[src/rtl/lfsr128_check.sv]
// lfsr128_check: PRBS checker for the x^128+x^126+x^101+x^99 XNOR LFSR.
// Define LFSR128_CHECK_RESYNC_EN to re-seed after ERR_LIMIT window errors.
module lfsr128_check #(
  parameter int ERR_LIMIT = 8,
  parameter int WINDOW    = 64
) (
  input  logic        clk,
  input  logic        rst_n,
  input  logic        clear,
  input  logic        bit_in,
  input  logic        bit_valid,
  output logic        locked,
  output logic        err_pulse,
  output logic [31:0] err_count,
  output logic [31:0] bit_count
);

  typedef enum logic {
    SEED  = 1'b0,
    CHECK = 1'b1
  } state_t;

  state_t       state;
  state_t       state_n;
  logic [127:0] s;
  logic [127:0] s_n;
  logic [127:0] shifted;
  logic [6:0]   seed_cnt;
  logic [6:0]   seed_cnt_n;
  logic [15:0]  win_bits;
  logic [15:0]  win_bits_n;
  logic [15:0]  win_errs;
  logic [15:0]  win_errs_n;
  logic [15:0]  errs_inc;
  logic         locked_n;
  logic         pulse_n;
  logic [31:0]  err_n;
  logic [31:0]  bits_n;
  logic         pred;
  logic         miss;
  logic         limit_hit;
  logic         win_end;

  function automatic logic [31:0] sat_inc(input logic [31:0] v);
    return (&v) ? v : v + 32'd1;
  endfunction

  assign pred      = ~(s[127] ^ s[125] ^ s[100] ^ s[98]);
  assign miss      = bit_in ^ pred;
  assign shifted   = {s[126:0], bit_in};
  assign errs_inc  = win_errs + {15'd0, miss};
  assign limit_hit = errs_inc >= 16'(ERR_LIMIT);
  assign win_end   = win_bits == 16'(WINDOW - 1);

  always_comb begin
    state_n    = state;
    s_n        = s;
    seed_cnt_n = seed_cnt;
    win_bits_n = win_bits;
    win_errs_n = win_errs;
    locked_n   = locked;
    pulse_n    = 1'b0;
    err_n      = err_count;
    bits_n     = bit_count;
    if (clear) begin
      state_n    = SEED;
      locked_n   = 1'b0;
      seed_cnt_n = '0;
      win_bits_n = '0;
      win_errs_n = '0;
      err_n      = '0;
      bits_n     = '0;
    end else if (bit_valid) begin
      unique case (state)
        SEED: begin
          s_n = shifted;
          if (seed_cnt == 7'd127) begin
            seed_cnt_n = '0;
            // an all-ones load would lock the XNOR predictor forever
            if (!(&shifted)) begin
              state_n    = CHECK;
              locked_n   = 1'b1;
              win_bits_n = '0;
              win_errs_n = '0;
            end
          end else begin
            seed_cnt_n = seed_cnt + 7'd1;
          end
        end
        CHECK: begin
          s_n    = {s[126:0], pred};
          bits_n = sat_inc(bit_count);
          if (miss) begin
            pulse_n = 1'b1;
            err_n   = sat_inc(err_count);
          end
          if (limit_hit || win_end) begin
            win_bits_n = '0;
            win_errs_n = '0;
          end else begin
            win_bits_n = win_bits + 16'd1;
            win_errs_n = errs_inc;
          end
`ifdef LFSR128_CHECK_RESYNC_EN
          if (limit_hit) begin
            state_n    = SEED;
            locked_n   = 1'b0;
            seed_cnt_n = '0;
          end
`endif
        end
        default: state_n = SEED;
      endcase
    end
  end

  always_ff @(posedge clk or negedge rst_n) begin
    if (!rst_n) begin
      state     <= SEED;
      s         <= '0;
      seed_cnt  <= '0;
      win_bits  <= '0;
      win_errs  <= '0;
      locked    <= 1'b0;
      err_pulse <= 1'b0;
      err_count <= '0;
      bit_count <= '0;
    end else begin
      state     <= state_n;
      s         <= s_n;
      seed_cnt  <= seed_cnt_n;
      win_bits  <= win_bits_n;
      win_errs  <= win_errs_n;
      locked    <= locked_n;
      err_pulse <= pulse_n;
      err_count <= err_n;
      bit_count <= bits_n;
    end
  end

endmodule

[config.mk]
export PLATFORM = sky130hd
export DESIGN_NAME = lfsr128_check
export DESIGN_NICKNAME = d
export VERILOG_FILES = /design/src/rtl/lfsr128_check.sv
export SDC_FILE = /design/constraint.sdc
export NUM_CORES = 1
export LEC_CHECK = 0
export CAP_MARGIN = 20
export CORE_AREA = 5 5 169 171
export DETAILED_ROUTE_END_ITERATION = 6
export DIE_AREA = 0 0 174 176
export GPL_TIMING_DRIVEN = 1
export MAX_ROUTING_LAYER = met4
export PLACE_DENSITY_LB_ADDON = 0.15
export RECOVER_POWER = 50
export REMOVE_ABC_BUFFERS = 1
export SYNTH_ARGS = -nofsm -noshare
export SYNTH_HDL_FRONTEND = slang
export SYNTH_SLANG_ARGS = --single-unit
[constraint.sdc]
create_clock -name clk -period 5.7 [get_ports clk]
set_clock_uncertainty 0.15 [all_clocks]
set_input_delay 0.57 -clock clk [delete_from_list [all_inputs] [get_ports clk]]
set_output_delay 0.57 -clock clk [all_outputs]
set_load 0.01 [all_outputs]
; Word-level counts from Yosys, hierarchy flattened
; Cells that the tools add are included.
[classes]
muxes = 28
n_reduce_logical = 12
n_eq_ne = 5
bitwise_logic = 7
addsub = 3
[op_table]
columns = operator, n
row1 = 32-bit 2-to-1 mux, 9
row2 = 128-bit one-hot mux with 2 select lines, 1
row3 = 128-bit AND reduction, 1
row4 = "32-bit by 1-bit adder with 32-bit output, second input constant", 2
row5 = 32-bit AND reduction, 2
row6 = 7-bit 2-to-1 mux, 4
row7 = 1-bit 2-to-1 mux, 14
row8 = "2-bit inequality test, second input constant", 4
row9 = 4-bit AND reduction, 2
row10 = 2-bit nonzero test, 4
row11 = "7-bit by 1-bit adder with 7-bit output, second input constant", 1
row12 = "7-bit equality test, second input constant", 1
row13 = 2-bit AND reduction, 2
row14 = 1-bit XOR, 4
row15 = 1-bit NOT, 3
row16 = 3-bit AND reduction, 1
[totals]
regBits = 202
word_cells = 62

; Logic depth before layout (Yosys ltp)
[depth]
word_depth = 9
mapped_depth = 9
ltp_nobuf = 6

; Worst setup path after synthesis
; OpenSTA, ideal clock, no wires.
[synth_timing]
path_kind = input to register
from = in bit_valid
to = reg bit_count[28]
n_path_buf = 3
t_required_ns = 5.472
t_arrival_ns = 2.042
setup_slack_ns = 3.430
stages = 8
cell_sequence = buf_2 -> a21oi_1 -> buf_4 -> nor3_2 -> nand4_1 -> clkbuf_1 -> or4_1 -> a21oi_1
[synth_via]
elab_chain_len = 2
[synth_lines]
columns = element, line_no
row1 = from (decl), 11  ; input logic bit_valid,
row2 = 2-bit nonzero test (no source line), -
row3 = 3-bit AND reduction (no source line), -
row4 = to (signal assigned), 137  ; bit_count <= bits_n;
row5 = to (decl), 15  ; output logic [31:0] bit_count
; No other way between the ends.
; A chain may end at the register's enable or synchronous reset.

; Worst setup path after layout
[layout_timing]
from = in bit_valid
to = reg s[11]
[layout_via]
elab_chain_len = 1
[layout_lines]
columns = element, line_no
row1 = 2-bit AND reduction (no source line), -
row2 = to (signal assigned), 130  ; s <= s_n;
row3 = to (decl), 25  ; logic [127:0] s;
; No other way between the ends.

==> results summary <==
The run finished, with violations left. The checks that failed: capacitance limit, slew limit. Derived from the worst setup path, the maximum achievable clock frequency is 266 MHz. The critical path goes through dlygate4sd3_1, nor2b_2, clkbuf_1, buf_4, nand2_1, nand2_1. Counting instances in the post-synthesis netlist gives the leading cell types as 414 x sky130_fd_sc_hd__nand2_1, 202 x sky130_fd_sc_hd__dfrtp_1, 52 x sky130_fd_sc_hd__nand4_1. The post-route cell area is 11,000 um^2.

The synthesized area per cell is 8.91 um^2. The maximum number of pins on one net before global-route repair came out at 97. Setup repair after global routing left no endpoint under its margin. The final hold slack came out at 0.00838 ns. The delay of the slowest cell on the worst path is 1.28 ns. The remaining global-route overflow is 0.

The proportion of synthesized chip area in sequential cells came out at 0.547. The fraction of final layout cells sized beyond drive strength 1 came out at 0.0571. In the global route stage, overall resource usage came out at 0.144. Once detail routing completed, the nets flagged for antenna violations numbered 0. The power share of the combinational group came out at 0.038.

The met2 routed wirelength is 9.93 mm. In this run the critical register-to-register path is launched from err_count[0]$_DFFE_PN0P_. The post-cts gate resize count came out at 0. Leaving out filler cells and counting taps, the final layout contains 1,444. The largest fanout on the critical path is 88.

By instance count, the cell type seen most on the critical path is sky130_fd_sc_hd__nand2_1. The count of endpoints failing hold in the final timing report is 0. The dominant cell type by area after synthesis is sky130_fd_sc_hd__dfrtp_1.

The slew of the pin with the lowest slew margin came out at 2.96 ns. The number of clock sinks is 202. The number of buffers inserted by hold repair at cts came out at 0. The wire length per cell came out at 15.0 um. The leading cell type by number of instances after synthesis is sky130_fd_sc_hd__nand2_1. Counting I/O delays and the setup requirement, the final critical path takes 3.76 ns. The net count of the finished layout is 1,097. The depth of the CTS H-tree is 1. The met1 wire length is 10.5 mm. From left edge to right edge, the die measures 174 um. The post-synthesis instance area came out at 9250 um^2.

The boundary pin count is 71. The largest vdd supply drop is 188 uV. The final number of setup-violating endpoints is 0. The max-capacitance violation count came out at 3. From synthesis to final layout, the design area changed by 18.6%. The standby leakage power is 5.05 nW.

No sink is reached through more buffers than the 3 on the longest clock path. The die is 176 um tall. The master of the slowest instance on the critical path is sky130_fd_sc_hd__clkbuf_1.

The depth of the most critical reg-to-reg path came out at 6. The dominant register cell in the synthesized netlist is sky130_fd_sc_hd__dfrtp_1. The worst max-slew margin expressed relative to the limit is -0.975. The cell count after synthesis is 1,038. The endpoint identified for the worst register-to-register timing path is err_count[14]$_DFFE_PN0P_.

Clock latency on the worst-skew pair, taken at its later pin, is 0.50 ns. The final count of pins violating max slew is 152. After detailed placement, the design holds a cell count of 1,404. The share of synthesized flip-flops with an asynchronous set or reset came out at 1.00.

The worst hold path belongs to the class input port to async pin. The fraction of power consumed by sequential logic is 0.482. After detailed routing, the number of remaining DRC violations is 0. STA classifies the critical path endpoint as a flop.

The topmost layer with routed signal wires is met4. The internal power consumption is 0.00239 W. Counting the buffers created by CTS gives 24. In this run the clock root is driven by a sky130_fd_sc_hd__clkbuf_16. The via count of the first global-routing pass is 7,246. STA puts the critical path data required time at 5.99 ns. The final weighted congestion in routability-driven placement came out at 0.752.

The violation count after the first detailed-routing iteration is 520. The number of buffers added on ports is 70. The number of warning messages in the yosys log came out at 0. The wire length of the first global-routing pass came out at 36.9 mm. The total wirelength of the detailed-routed design came out at 21.7 mm.

The number of diodes came out at 0. The share of total power dissipated in the clock network is 0.480. Data arrives at the worst endpoint at 4.05 ns. Before antenna repair, the detailed router went through 5 iterations. The post-CTS repair timing setup buffer count came out at 0. The clock input transition at the sequential cells of the worst setup and hold paths is 0.05 ns. The length of routed met3 wiring is 877 um.

The initial antenna violation count was 0. Of the available clock period, the critical path in the final layout requires 0.659. Across all layers, the routed design uses 7,537 vias. Of the total power, the share spent switching nets is 0.225. Summed over all nets, the half-perimeter wirelength after detailed placement is 13.7 mm. The worst setup path is launched from an input port. The minimum setup slack among reg-to-reg paths came out at 2.65 ns. The total core area came out at 26,700 um^2. The register bit total from synthesis came out at 202. The post-detailed-route via-to-cell ratio is 5.22. The area share of the leading cell type in the synthesized netlist came out at 0.547. Counting distinct cell types in the post-synthesis netlist gives 56.

The initial utilization of the core area, before any placement, comes to 0.346. Summing all placed instances gives a cell area of 10,200 um^2. Sorting the synthesized cells by area gives the leading types as sky130_fd_sc_hd__dfrtp_1 55%, sky130_fd_sc_hd__nand2_1 17%, sky130_fd_sc_hd__nand4_1 3.5%.

Counting flops with a built-in enable in the synthesized netlist gives 0. The placement row count came out at 60. The die covers 30,600 um^2. The worst setup path is of the input port to flop kind. The TritonCTS clock tree is done. The final-layout setup total negative slack is 0 ns. The net switching power is 0.000693 W. Dividing total power by cell area gives a power density of 281 nW/um^2.
==> per-layer routing <==
layer / vias to the layer above / global-route usage
met5: - / -
met4: 0 / 0.0353
met3: 38 / 0.0231
met2: 127 / 0.227
met1: 3665 / 0.196
li1: 3707 / -
==> power groups by stage <==
stage	Clock [W]	Combinational, W	Sequential (W)
after floorplan	0	0.0000523	0.00151
final	0.00148	0.000118	0.00149
after global placement	0	0.000125	0.00151
after detailed placement	0	0.000126	0.00151
after CTS	0.00154	0.000126	0.00149
after global routing	0.00161	0.000139	0.00149
==> flip-flops by register name, summed over array words and instances (netlist names) <==
signal	count
bit_count	32
err_pulse	1
err_count	32
seed_cnt	7
s	128
state	1
locked	1
==> cell type report <==
type | instances | area (um^2)
clock buffers | 36 | 717
clock inverters | 4 | 45.0
fillers | 2628 | 15800
inverters | 8 | 30.0
multi-input cells | 776 | 3960
flip-flops and latches | 202 | 5050
well taps | 341 | 427
repair buffers | 77 | 741
==> worst max-delay path by stage <==
stage                                  start                   endpoint  slack [ns]
floorplan                              clear   err_count[9]$_DFFE_PN0P_       -0.10
global placement                      bit_in  err_count[30]$_DFFE_PN0P_        2.38
detailed placement                 bit_valid  bit_count[19]$_DFFE_PN0P_        2.26
CTS                 err_count[0]$_DFFE_PN0P_  err_count[14]$_DFFE_PN0P_        2.61
global route                           rst_n          s[53]$_DFFE_PN0P_        1.24
finish                             bit_valid          s[11]$_DFFE_PN0P_        1.94
==> layout by cell type (no fill, tap or decap), types with 3 or more instances in the layout <==
cell                              count
sky130_fd_sc_hd__o21a_1               3
sky130_fd_sc_hd__a31oi_1              3
sky130_fd_sc_hd__nor4_1              14
sky130_fd_sc_hd__xor2_1               3
sky130_fd_sc_hd__or4_1               28
sky130_fd_sc_hd__buf_4                4
sky130_fd_sc_hd__ha_1                 3
sky130_fd_sc_hd__clkbuf_8             6
sky130_fd_sc_hd__or3_1                9
sky130_fd_sc_hd__nor3_1              11
sky130_fd_sc_hd__o21ai_0             12
sky130_fd_sc_hd__clkbuf_16           25
sky130_fd_sc_hd__a21oi_1             46
sky130_fd_sc_hd__clkbuf_1             9
sky130_fd_sc_hd__inv_1                7
sky130_fd_sc_hd__o31ai_1             29
sky130_fd_sc_hd__and3_1              12
sky130_fd_sc_hd__clkinv_2             3
sky130_fd_sc_hd__mux2_2               8
sky130_fd_sc_hd__nor2b_1              9
sky130_fd_sc_hd__clkdlybuf4s50_1     67
sky130_fd_sc_hd__nand3_1             28
sky130_fd_sc_hd__nand4_1             52
sky130_fd_sc_hd__nand2_1            413
sky130_fd_sc_hd__and4_1              13
sky130_fd_sc_hd__nor2_1              33
sky130_fd_sc_hd__dfrtp_1            202
sky130_fd_sc_hd__xnor2_1              8
==> through the flow <==
stage	power [W]	setup WS [ns]	utilization
3_3_place_gp	0.00164	2.38	0.383
2_1_floorplan	0.00156	-0.101	-
5_1_grt	0.00324	1.24	0.410
6_report	0.00309	1.94	0.410
3_5_place_dp	0.00164	2.26	0.383
4_1_cts	0.00315	2.61	0.411
==> critical path, delay by kind of cell <==
| kind | cells | cell delay (ns) |
|---|---|---|
| simple gates | 3 | 0.46 |
| buf+inv | 3 | 2.96 |
==> cells by family (layout without fill, tap and decap cells) <==
kind of cell,Yosys count,after routing,share of synthesized area
adder cells (fa/ha/maj),3,3,0.00406
flip-flops,202,202,0.547
AO/OA/AOI/OAI,113,113,0.0785
XOR/XNOR,12,12,0.0130
buffers and inverters,60,125,0.0267
multiplexers,11,11,0.0135
AND/OR/NAND/NOR,637,637,0.318
Power figures use the tool's default switching activity.
